File: src/rtl/alu_pipe.sv
// rtl/alu_pipe.sv - single-register pipelined ALU with accumulator and ready/valid handshake
// Defining ALU_PIPE_FLAGS_EN adds registered out_zero and out_ovf outputs.
module alu_pipe #(
    parameter int WIDTH = 8
) (
    input  logic             clk,
    input  logic             rst,
    input  logic [WIDTH-1:0] a,
    input  logic [WIDTH-1:0] b,
    input  logic [2:0]       op,
    input  logic             in_valid,
    output logic             in_ready,
    output logic [WIDTH-1:0] out_result,
    output logic             out_carry,
    output logic             out_valid,
    input  logic             out_ready
`ifdef ALU_PIPE_FLAGS_EN
    ,
    output logic             out_zero,
    output logic             out_ovf
`endif
);

    typedef enum logic [2:0] {
        OP_AND = 3'b000,
        OP_OR  = 3'b001,
        OP_XOR = 3'b010,
        OP_NOT = 3'b011,
        OP_ADD = 3'b100,
        OP_SUB = 3'b101,
        OP_ACC = 3'b110,
        OP_CLR = 3'b111
    } op_e;

    logic [WIDTH-1:0] r_result;
    logic             r_carry;
    logic             r_valid;
    logic [WIDTH-1:0] r_acc;

    op_e              w_op;
    logic             w_accept;
    logic [WIDTH:0]   w_sum;
    logic [WIDTH:0]   w_diff;
    logic [WIDTH:0]   w_accsum;
    logic [WIDTH-1:0] w_res;
    logic             w_carry;

    assign w_op     = op_e'(op);
    // One output register: a held result can be drained and replaced in the same cycle.
    assign in_ready = !r_valid || out_ready;
    assign w_accept = in_valid && in_ready;

    assign w_sum    = {1'b0, a} + {1'b0, b};
    assign w_diff   = {1'b0, a} - {1'b0, b};
    assign w_accsum = {1'b0, r_acc} + {1'b0, a};

    always_comb begin
        w_res   = '0;
        w_carry = 1'b0;
        case (w_op)
            OP_AND: w_res = a & b;
            OP_OR:  w_res = a | b;
            OP_XOR: w_res = a ^ b;
            OP_NOT: w_res = ~a;
            OP_ADD: begin
                w_res   = w_sum[WIDTH-1:0];
                w_carry = w_sum[WIDTH];
            end
            OP_SUB: begin
                // Top bit of the widened difference is the unsigned borrow (a < b).
                w_res   = w_diff[WIDTH-1:0];
                w_carry = w_diff[WIDTH];
            end
            OP_ACC: begin
                w_res   = w_accsum[WIDTH-1:0];
                w_carry = w_accsum[WIDTH];
            end
            OP_CLR: w_res = '0;
            default: w_res = '0;
        endcase
    end

    always_ff @(posedge clk or posedge rst) begin
        if (rst) begin
            r_valid  <= 1'b0;
            r_result <= '0;
            r_carry  <= 1'b0;
            r_acc    <= '0;
        end else if (w_accept) begin
            r_valid  <= 1'b1;
            r_result <= w_res;
            r_carry  <= w_carry;
            if (w_op == OP_ACC || w_op == OP_CLR) begin
                r_acc <= w_res;
            end
        end else if (out_ready) begin
            r_valid <= 1'b0;
        end
    end

    assign out_result = r_result;
    assign out_carry  = r_carry;
    assign out_valid  = r_valid;

`ifdef ALU_PIPE_FLAGS_EN
    logic w_ovf;
    logic r_zero;
    logic r_ovf;

    // Signed overflow: operands of equal sign produce a result of the other sign.
    always_comb begin
        w_ovf = 1'b0;
        case (w_op)
            OP_ADD:  w_ovf = (a[WIDTH-1] == b[WIDTH-1]) && (w_sum[WIDTH-1] != a[WIDTH-1]);
            OP_SUB:  w_ovf = (a[WIDTH-1] != b[WIDTH-1]) && (w_diff[WIDTH-1] != a[WIDTH-1]);
            OP_ACC:  w_ovf = (r_acc[WIDTH-1] == a[WIDTH-1]) && (w_accsum[WIDTH-1] != r_acc[WIDTH-1]);
            default: w_ovf = 1'b0;
        endcase
    end

    always_ff @(posedge clk or posedge rst) begin
        if (rst) begin
            r_zero <= 1'b0;
            r_ovf  <= 1'b0;
        end else if (w_accept) begin
            r_zero <= (w_res == '0);
            r_ovf  <= w_ovf;
        end
    end

    assign out_zero = r_zero;
    assign out_ovf  = r_ovf;
`endif

endmodule
File: config.mk
export PLATFORM = sky130hd
export DESIGN_NAME = alu_pipe
export DESIGN_NICKNAME = d
export VERILOG_FILES = /design/src/rtl/alu_pipe.sv
export SDC_FILE = /design/constraint.sdc
export NUM_CORES = 1
export LEC_CHECK = 0
export BUFFER_PORTS_ARGS = -buffer_cell sky130_fd_sc_hd__buf_2
export CAP_MARGIN = 20
export CORE_ASPECT_RATIO = 0.8
export CORE_MARGIN = 3
export CORE_UTILIZATION = 59
export DETAILED_ROUTE_END_ITERATION = 12
export GPL_TIMING_DRIVEN = 0
export HOLD_SLACK_MARGIN = 0.12
export PLACE_DENSITY = 0.82
export SLEW_MARGIN = 25
export SYNTH_ARGS = -nofsm -noshare
export SYNTH_HDL_FRONTEND = slang
export SYNTH_SLANG_ARGS = --single-unit
File: constraint.sdc
create_clock -name clk -period 2.96 [get_ports clk]
set_input_delay 0.592 -clock clk [delete_from_list [all_inputs] [get_ports clk]]
set_output_delay 0.592 -clock clk [all_outputs]
set_load 0.02 [all_outputs]
==> results.md, run 1 <==
- Final Skew: 2.38 ps
- Sequential area share after synthesis: 18.8%
- Max-slew violations: 0
- Num ports: 34
- Main combinational cell family by area after synthesis: compound AO/OA/AOI/OAI gates
- Share of cells above drive strength 1: 22.5%
- Crit path largest cell delay: 440 ps
- DIE AREA: 0.00487 mm²
- Worst-path clk slew: 60 ps
- Final-report hold violation count: 0
- CP Data Required Time: between 3000 and 4000 ps
- Sink Count: 18
- Vias in the first global route: 2105
- Relative slew slack: 55.8%
- P per Cell Area: 427 mW/mm²
- Syn avg cell area: 8.36 µm²
- Final setup fails: 0
- Die span in x: 77.3 µm
- # DRC: 0
- Max Fclk: 0.391 GHz
- Static Leak: 0.00131 µW
- Non-Filler Instances: 379
- Final GP Congestion: 0.901
- TritonCTS Buffers: 3
- DP HPWL: 4620 µm
- Syn nets: between 300 and 400
- Final min period: 2550 ps
- Synthesized area: ~0.0024 mm²
- Max Fanout on Critical Path: 6
- Avg WL per Cell: 15.1 µm
- Post-synthesis mux area share: 8.08%
- Peak VDD IR: 0.344 mV
- Period utilization: 86.3%
- Synth Warn #: 0
- Buf/Inv on CP: 2
- CP delay by family, top: simple AND/OR/NAND/NOR gates
- RSZ-0062 raised after global routing: no
- Buffers on Ports: 33
- CTS tree: built
- Most common cell after layout, fill and taps aside: buf_2
- DR pass1 iterations: 4
- Cell variety after synth: 56
- Hold WC Path Type: input pin to async pin
- CTS H-tree depth: 1
- Post-synthesis xor/xnor area fraction: 3.28%
- Predominant post-synthesis flop cell: dfrtp_1
- Ys async rst share: 100%
- Vias: 2223
- Initial core utilization: 62.3%
- Pin slew with the least headroom to its limit: 663 ps
- # rows: 20
- Post-synth EDFFs: 0
- Initial antenna violation count: 0
- First-pass GRT wire length: 9580 µm
- Vias per cell: between 5 and 6
- Total wire length: roughly 5700 µm
- Die height: 63.0 µm
- Area grow syn2layout: 12.0%
- Arrival time at the worst endpoint: 2670 ps
- Compound-cell area share of the yosys netlist: approximately a quarter
- Ant diodes: 0
- Cell chosen for the clock root: clkbuf_8
- Gr ovfl total: 0
- Post-cts sizing count: 0
- Maxcap violations: 0
- ANT nets after route: 0
- Share of the synthesized area in the top cell type: 18.8%
- Top post-synthesis cells by area: dfrtp_1, ha_1, mux2_2, inv_1, nand2_1
- Setup CP Type: input pin to register
- Status: finished, final reports clean
- Fin Setup TNS: 0 ps
- Most frequent cells in the layout: buf_2, ha_1, inv_1, nand2_1, nor2_1
- Longest Clk Path Bufs: 2
- WHS: approximately 430 ps
- CP startpoint kind: input pin
- Area leader, netlist: dfrtp_1
- Setup repair bufs after CTS: 0
- Seq cells post-synth: 18
- Core Area: 0.00385 mm²
- Cells after Synth: 287
- Nets: 383
- Critical path endpoint category: register
- Crit path cell chain: buf_2, inv_1, ha_1, nor3_4, o31ai_1, mux2i_1, nor2_1, nor4_1, o21ai_0
- Clk_lat worst skew: around 250 ps
- Gr usage total: 24.3%
- Max stage delay cell, worst path: nor4_1
- 1st-iter DRT viols: 139
- Largest net degree at the start of global routing: 19
- CTS hold repair buffers: 0
- Simple-gate share of the synthesized area: 19.1%
- Placed insts: 375
- Adder-cell share of the synthesized area: around a fifth
-- stage by stage --
| stage | setup WS (ps) | area, µm² | util, % | total power, µW |
|---|---|---|---|---|
| after global routing | 302 | 2690 | 69.8 | 1240 |
| after detailed placement | 178 | 2630 | 68.3 | 949 |
| after floorplan | 574 | 2400 | - | 801 |
| final | 405 | 2690 | 69.8 | 1150 |
| after CTS | 455 | 2690 | 69.8 | 1150 |
| after global placement | 261 | 2630 | 68.3 | 930 |
-- cell type report --
cell class	count	area, µm²
buffer	11	72.6
clock buffer	4	55.1
fill	360	1160
inverter	27	101
multi-input combinational	231	1780
sequential	18	450
tap	55	68.8
timing repair buffer	33	165
-- layer usage --
layer | GRT usage (%) | vias to the layer above | wire length [µm] | part of all wire (%)
li1 | - | 1096 | - | -
met1 | 33.1 | 1028 | 2730 | 48
met2 | 40.1 | 83 | 2550 | 44
met3 | 4.61 | 16 | 325 | 5.7
met4 | 4.89 | 0 | 125 | 2.2
met5 | 0 | - | 0 | 0
-- cell families after synthesis --
| family | after synthesis |
|---|---|
| compound gates | 83 |
| flops | 18 |
| xor+xnor | 9 |
| simple gates | 86 |
| fa+ha+maj | 35 |
| buf+inv | 38 |
| mux | 18 |
-- cells in the mapped netlist, types with 5 or more instances --
cell,n
nand2_1,25
inv_1,27
ha_1,32
o21ai_0,16
o31ai_1,5
mux2i_1,7
dfrtp_1,18
nor3_1,7
nor2_1,23
xnor2_1,9
a21oi_1,18
nand2b_1,6
mux2_2,11
o22ai_1,7
-- state kept, by name (all words and copies together) (netlist names) --
name,cells
r_acc,8
out_carry,1
out_valid,1
out_result,8
-- report_power, final --
part	total [µW]	switching [µW]	leakage, µW	internal, µW
combinational	620	350	0.00106	270
sequential	332	30.3	0.000222	302
clock	196	77.5	0.0000288	118
total	1150	458	0.00131	690
-- path summary, 6_finish.rpt --
check                           cells after the start            end      start  slack (ps)
max in group asynchronous                           2  out_result[4]        rst        2110
worst max-delay path                                9       r_acc[5]       a[1]         410
worst min register to register                      2      out_carry  out_carry         480
worst max register to register                      8  out_result[6]   r_acc[0]         620
worst min-delay path                                2       r_acc[7]        rst         430
min in group clk                                    2      out_carry  out_carry         480
Power figures use the tool's default switching activity.
==> inputs of run 2 (changes only) <==
--- a/config.mk
+++ b/config.mk
@@ -5,15 +5,18 @@
 export SDC_FILE = /design/constraint.sdc
 export NUM_CORES = 1
 export LEC_CHECK = 0
+export ABC_AREA = 1
 export BUFFER_PORTS_ARGS = -buffer_cell sky130_fd_sc_hd__buf_2
 export CAP_MARGIN = 20
 export CORE_ASPECT_RATIO = 0.8
 export CORE_MARGIN = 3
-export CORE_UTILIZATION = 59
+export CORE_UTILIZATION = 60
+export CTS_BUF_LIST = sky130_fd_sc_hd__clkbuf_4
+export CTS_CLUSTER_DIAMETER = 200
 export DETAILED_ROUTE_END_ITERATION = 12
 export GPL_TIMING_DRIVEN = 0
 export HOLD_SLACK_MARGIN = 0.12
-export PLACE_DENSITY = 0.82
+export PLACE_DENSITY = 0.83
 export SLEW_MARGIN = 25
 export SYNTH_ARGS = -nofsm -noshare
 export SYNTH_HDL_FRONTEND = slang
==> run 2 against run 1 <==
Against the previous run: die area decreased by 4.7%; flip-flop and latch count unchanged; utilization increased by 2.0 points.
==> results.md, run 2 <==
- Num ports: 34 (unchanged)
- Nets: 468 (was 383)
- Peak VDD IR: 0.440 mV (was 0.344 mV)
- Final setup fails: 0 (unchanged)
- Most frequent cells in the layout: nand2_1, inv_1, nand3_1, buf_2, ha_1 (was buf_2, ha_1, inv_1, nand2_1, nor2_1)
- Cells after Synth: 372 (was 287)
- Cell variety after synth: 28 (was 56)
- # DRC: 0 (unchanged)
- DP HPWL: 4850 µm (was 4620 µm)
- Initial antenna violation count: 0 (unchanged)
- CP startpoint kind: input pin (unchanged)
- Post-cts sizing count: 0 (unchanged)
- Cells on worst reg2reg path: 12 (was 8)
- Most Frequent Cell on Critical Path: nand2_1
- Setup repair bufs after CTS: 0 (unchanged)
- Post-synth EDFFs: 0 (unchanged)
- Ant diodes: 0 (unchanged)
- Share of cells above drive strength 1: 12.7% (was 22.5%)
- Max stage delay cell, worst path: fa_1 (was nor4_1)
- Fin Setup TNS: 0 ps (unchanged)
- Largest net degree at the start of global routing: 19 (unchanged)
- Setup CP Type: input pin to register (unchanged)
- Status: finished, final reports clean (unchanged)
- Longest Clk Path Bufs: 2 (unchanged)
- Reg2reg end: out_carry (was out_result[6])
- Die height: 61.6 µm (was 63.0 µm)
- WP depth: 13 (was 9)
- Max Fanout on Critical Path: 4 (was 6)
- Place WS: 594 ps (was 178 ps)
- TritonCTS Buffers: 3 (unchanged)
- # rows: 19 (was 20)
- Buffers on Ports: 33 (unchanged)
- CP Data Required Time: 3150 ps (was 3070 ps)
- Worst-path clk slew: 100 ps (was 60 ps)
- Sink Count: 18 (unchanged)
- P per Cell Area: 384 mW/mm² (was 427 mW/mm²)
- Seq cells post-synth: 18 (unchanged)
- DR pass1 iterations: 5 (was 4)
- Area leader, netlist: dfrtp_1 (unchanged)
- Final min period: 2110 ps (was 2550 ps)
- Max-slew violations: 0 (unchanged)
- Vias in the first global route: 2208 (was 2105)
- CTS H-tree depth: 1 (unchanged)
- Pin slew with the least headroom to its limit: 660 ps (was 663 ps)
- Area grow syn2layout: 10.5% (was 12.0%)
- Most common cell after layout, fill and taps aside: nand2_1 (was buf_2)
- Buf/Inv on CP: 2 (unchanged)
- Commonest cells post-synth: nand2_1, inv_1, nand3_1, ha_1, nor2_1 (was ha_1, inv_1, nand2_1, nor2_1)
- Synthesized area: 0.00232 mm² (was 0.00240 mm²)
- CTS hold repair buffers: 0 (unchanged)
- Share of the synthesized area in the top cell type: 19.4% (was 18.8%)
- Sequential area share after synthesis: 19.4% (was 18.8%)
- CP delay by family, top: adder cells (was simple AND/OR/NAND/NOR gates)
- Crit path largest cell delay: 430 ps (was 440 ps)
- Gr ovfl total: 0 (unchanged)
- Total wire length: 5870 µm (was 5720 µm)
- Die span in x: 75.5 µm (was 77.3 µm)
- Gr usage total: 26.0% (was 24.3%)
- Maxcap violations: 0 (unchanged)
- Vias: 2501 (was 2223)
- Period utilization: 71.2% (was 86.3%)
- Final GP Congestion: 0.894 (was 0.901)
- Clk_lat worst skew: 300 ps (was 250 ps)
- Most common cell in the synthesized netlist: nand2_1 (was ha_1)
- Core Area: 0.00357 mm² (was 0.00385 mm²)
- Worst R2R Setup Slack: 880 ps (was 620 ps)
- ANT nets after route: 0 (unchanged)
- Static Leak: 0.00155 µW (was 0.00131 µW)
- Ys async rst share: 100% (unchanged)
- DIE AREA: 0.00465 mm² (was 0.00487 mm²)
- Post-route setup slack: 854 ps (was 405 ps)
- Critical path endpoint category: register (unchanged)
- Final Skew: 7.49 ps (was 2.38 ps)
- Top post-synthesis cells by area: dfrtp_1, nand2_1, ha_1, inv_1, nand3_1 (was dfrtp_1, ha_1, mux2_2, inv_1, nand2_1)
- Syn avg cell area: 6.23 µm² (was 8.36 µm²)
- Hold WC Path Type: input pin to async pin (unchanged)
- 1st-iter DRT viols: 221 (was 139)
- Syn nets: 430 (was 345)
- CTS tree: built (unchanged)
- Max Fclk: 0.475 GHz (was 0.391 GHz)
- Initial core utilization: 64.9% (was 62.3%)
- Avg WL per Cell: 13.0 µm (was 15.1 µm)
- Synth Warn #: 0 (unchanged)
- Final-report hold violation count: 0 (unchanged)
- Crit path cell chain: buf_2, ha_1, fa_1, nand2_1, inv_1, o21ai_0, nand2_1, nand4_1, nand3_1, nand2_1, nand3_1, nand2_1, nand2_1 (was buf_2, inv_1, ha_1, nor3_4, o31ai_1, mux2i_1, nor2_1, nor4_1, o21ai_0)
- Predominant post-synthesis flop cell: dfrtp_1 (unchanged)
- FILL cells: 324 (was 360)
- Crit Reg-Reg Startpoint: r_acc[0] (unchanged)
- First-pass GRT wire length: 9450 µm (was 9580 µm)
- Relative slew slack: 56.0% (was 55.8%)
- Vias per cell: 5.55 (was 5.87)
- Arrival time at the worst endpoint: 2300 ps (was 2670 ps)
- Cell chosen for the clock root: clkbuf_4 (was clkbuf_8)
- RSZ-0062 raised after global routing: no (unchanged)
run 2: changes by cell type in the layout (fill, tap and decap cells not counted), sizes merged, moves of 9 or more:
cell	previous run	this run
xnor2	9	0
inv	27	65
nand3	4	46
nand4	1	13
nand2	25	117
mux2	11	0
run 2: layout make-up:
class	instances	area [µm²]	area share [%]
Buffer	3	13.8	0.538
Clock buffer	3	22.5	0.880
Clock inverter	1	3.75	0.147
Inverter	65	244	9.53
Multi-Input combinational cell	286	1610	62.8
Sequential cell	18	450	17.6
Tap cell	42	52.6	2.05
Timing Repair Buffer	33	165	6.45
run 2: worst max path at each step:
stage | startpoint | to | slack (ps)
after floorplan | a[0] | out_carry | 940
after global placement | a[0] | out_carry | 640
after detailed placement | a[0] | out_carry | 590
after CTS | a[0] | out_carry | 900
after global routing | r_acc[0] | out_carry | 710
final | a[0] | out_carry | 850
run 2: layer usage:
layer,vias to the layer above,global-route usage (%),wire (µm)
met5,-,0,0
met4,0,4.74,41
met3,7,3.92,448
met2,107,41.9,2640
met1,1119,37.4,2740
li1,1268,-,-
run 2: metrics by stage:
stage,utilization (%),area (µm²),std cells,hold slack [ps],total power [µW]
6_report,71.8,2560,451,369,984
3_3_place_gp,71.1,2530,447,457,839
5_1_grt,71.8,2560,451,407,1080
4_1_cts,71.8,2560,451,388,977
3_5_place_dp,71.1,2530,447,464,854
2_1_floorplan,-,2320,372,453,711
run 2: kinds of logic after synthesis:
kind of cell | count (synthesis) | synth area share (%)
buffers and inverters | 68 | 11.1
and+or+nand+nor | 214 | 40.5
adders and majority gates | 35 | 19.9
AOI/OAI and AO/OA | 36 | 8.64
xor gates and xnor gates | 1 | 0.378
DFF | 18 | 19.4
run 2: where the power goes:
group | total (µW) | internal, µW | switching [µW]
Combinational | 534 | 190 | 344
Sequential | 327 | 296 | 30.4
Clock | 123 | 49.1 | 74.3
Total | 984 | 535 | 449
==> inputs of run 3 (changes only) <==
--- a/config.mk
+++ b/config.mk
@@ -5,18 +5,18 @@
 export SDC_FILE = /design/constraint.sdc
 export NUM_CORES = 1
 export LEC_CHECK = 0
-export ABC_AREA = 1
+export ABC_AREA = 0
 export BUFFER_PORTS_ARGS = -buffer_cell sky130_fd_sc_hd__buf_2
 export CAP_MARGIN = 20
 export CORE_ASPECT_RATIO = 0.8
 export CORE_MARGIN = 3
-export CORE_UTILIZATION = 60
+export CORE_UTILIZATION = 54
 export CTS_BUF_LIST = sky130_fd_sc_hd__clkbuf_4
 export CTS_CLUSTER_DIAMETER = 200
 export DETAILED_ROUTE_END_ITERATION = 12
 export GPL_TIMING_DRIVEN = 0
 export HOLD_SLACK_MARGIN = 0.12
-export PLACE_DENSITY = 0.83
+export PLACE_DENSITY = 0.79
 export SLEW_MARGIN = 25
 export SYNTH_ARGS = -nofsm -noshare
 export SYNTH_HDL_FRONTEND = slang
==> constraint.sdc (replaced) <==
create_clock -name clk -period 1.8 [get_ports clk]
set_input_delay 0.36 -clock clk [delete_from_list [all_inputs] [get_ports clk]]
set_output_delay 0.36 -clock clk [all_outputs]
set_load 0.02 [all_outputs]
==> run 3 against run 2 <==
Against the previous run: register-to-register slack got worse by 1200 ps; clock-buffer cell count did not move; critical path type is now register to register; highest routed layer unchanged; combinational power grew 150%; critical path depth down 5; the flow now finishes with violations (setup timing); clock skew down 0.57 ps; hold slack got worse by 230 ps; largest cell class unchanged.
==> results.md, run 3 (synthesis results as in run 1) <==
- Status: finished with violations (was finished, final reports clean)
- Failing checks: setup timing
- Buffers on Ports: 33 (unchanged)
- CTS hold repair buffers: 0 (unchanged)
- Pin slew with the least headroom to its limit: 685 ps (was 660 ps)
- Final Skew: 6.92 ps (was 7.49 ps)
- Critical path endpoint category: register (unchanged)
- CTS H-tree depth: 1 (unchanged)
- Final-report hold violation count: 0 (unchanged)
- Initial antenna violation count: 0 (unchanged)
- # DRC: 0 (unchanged)
- DR pass1 iterations: 5 (unchanged)
- DP HPWL: 4830 µm (was 4850 µm)
- Gr ovfl total: 0 (unchanged)
- ANT nets after route: 0 (unchanged)
- CP startpoint kind: register (was input pin)
- Peak VDD IR: 0.691 mV (was 0.440 mV)
- Initial core utilization: 56.7% (was 64.9%)
- Final core occ: 72.7% (was 71.8%)
- Final setup fails: 12 (was 0)
- Die span in x: 80.5 µm (was 75.5 µm)
- Final min period: 2120 ps
- Maxcap violations: 0 (unchanged)
- TritonCTS Buffers: 3 (unchanged)
- DIE AREA: 0.00528 mm² (was 0.00465 mm²)
- Nets: 395 (was 468)
- Core Area: 0.00423 mm² (was 0.00357 mm²)
- P per Cell Area: 679 mW/mm² (was 384 mW/mm²)
- RSZ-0062 raised after global routing: yes (was no)
- Sink Count: 18 (unchanged)
- Die height: 65.6 µm (was 61.6 µm)
- Gr usage total: 24.6% (was 26.0%)
- Static Leak: 0.00140 µW (was 0.00155 µW)
- Max-slew violations: 0 (unchanged)
- Longest Clk Path Bufs: 2 (unchanged)
- Most frequent cells in the layout: buf_2, nand2_1, ha_1, inv_1, nor2_1 (was nand2_1, inv_1, nand3_1, buf_2, ha_1)
- Max Fclk: 0.473 GHz
- Arrival time at the worst endpoint: 2330 ps (was 2300 ps)
- Vias per cell: 5.97 (was 5.55)
- CP Launch Point: r_acc[0] (was a[0])
- Worst R2R Setup Slack: -320 ps (was 880 ps)
- Ant diodes: 0 (unchanged)
- Max Fanout on Critical Path: 2 (was 4)
- Hold WC Path Type: input pin to async pin (unchanged)
- Largest net degree at the start of global routing: 19 (unchanged)
- Reg2reg end: out_result[6] (was out_carry)
- Final GP Congestion: 0.888 (was 0.894)
- Setup CP Type: register to register (was input pin to register)
- Design area: 0.00307 mm² (was 0.00256 mm²)
- Worst-path clk slew: 110 ps (was 100 ps)
- CP Capture Point: out_result[6] (was out_carry)
- Post-route setup slack: -316 ps (was 854 ps)
- First-pass GRT wire length: 10200 µm (was 9450 µm)
- Vias: 2347 (was 2501)
- Crit Reg-Reg Startpoint: r_acc[0] (unchanged)
- Share of cells above drive strength 1: 36.9% (was 12.7%)
- # rows: 21 (was 19)
- WHS: 135 ps (was 369 ps)
- 1st-iter DRT viols: 187 (was 221)
- Avg WL per Cell: 16.7 µm (was 13.0 µm)
- Area grow syn2layout: 28.1% (was 10.5%)
- Clk_lat worst skew: 310 ps (was 300 ps)
- Vias in the first global route: 2202 (was 2208)
- Most common cell after layout, fill and taps aside: buf_2 (was nand2_1)
- CTS tree: built (unchanged)
- Place WS: -533 ps (was 594 ps)
- CP Data Required Time: 2010 ps (was 3150 ps)
- Num ports: 34 (unchanged)
- DP Area: 0.00278 mm² (was 0.00253 mm²)
- Period utilization: 118%
- Cell chosen for the clock root: clkbuf_4 (unchanged)
- Cells on worst reg2reg path: 8 (was 12)
- Relative slew slack: 54.3% (was 56.0%)
- Total wire length: 6570 µm (was 5870 µm)
==> run 3: report_power, final <==
| group | total [µW] | leakage [µW] | switching [µW] | internal [µW] |
|---|---|---|---|---|
| Combinational | 1310 | 0.00116 | 680 | 626 |
| Clock | 218 | 0.0000154 | 137 | 81.0 |
| Sequential | 563 | 0.000220 | 66.8 | 497 |
| Total | 2090 | 0.00140 | 883 | 1200 |
==> run 3: area by class of cell <==
type | instances | area, µm²
sequential | 18 | 452
fill | 312 | 1160
buffer | 10 | 68.8
multi-input combinational | 231 | 2060
clock inverter | 1 | 3.75
timing repair buffer | 46 | 293
inverter | 27 | 105
clock buffer | 3 | 22.5
tap | 57 | 71.3
==> run 3: critical path, cell delays in order, from the launching register on <==
cell     delay, ps
dfrtp_1        420
ha_4           170
fa_2           370
a21oi_4        160
o21ai_2         90
or3b_1         360
a21oi_2        160
nor4_2          80
o31ai_1        210
==> run 3: worst min-delay path by stage <==
| stage | startpoint | cells past startpoint | slack (ps) | end |
|---|---|---|---|---|
| 3_3_place_gp | out_carry | 2 | 460 | out_carry |
| 6_report | rst | 2 | 140 | out_result[3] |
| 3_5_place_dp | out_carry | 2 | 470 | out_carry |
| 5_1_grt | rst | 2 | 200 | out_result[3] |
| 2_1_floorplan | rst | 1 | 300 | out_carry |
| 4_1_cts | rst | 2 | 160 | out_result[3] |
==> run 3: per-layer routing <==
| layer | GRT usage [%] | wire, µm |
|---|---|---|
| met4 | 4.64 | 125 |
| met5 | 0 | 0 |
| met1 | 34.0 | 2900 |
| met3 | 3.84 | 394 |
| met2 | 40.9 | 3150 |
==> run 3: metrics by stage <==
step                cells  total power (µW)  setup TNS (ps)
finish                393              2090           -2050
global route          393              2230           -3020
CTS                   389              1930           -2080
detailed placement    377              1630           -6250
global placement      377              1600           -5930
floorplan             287              1380            -312
==> run 3: repair_timing <==
item                                    CTS  global route
hold endpoints to repair                  0             0
endpoints found under the setup margin   14            15
pin swaps                                22            17
buffers inserted                          8             5
resized for setup                        16            23
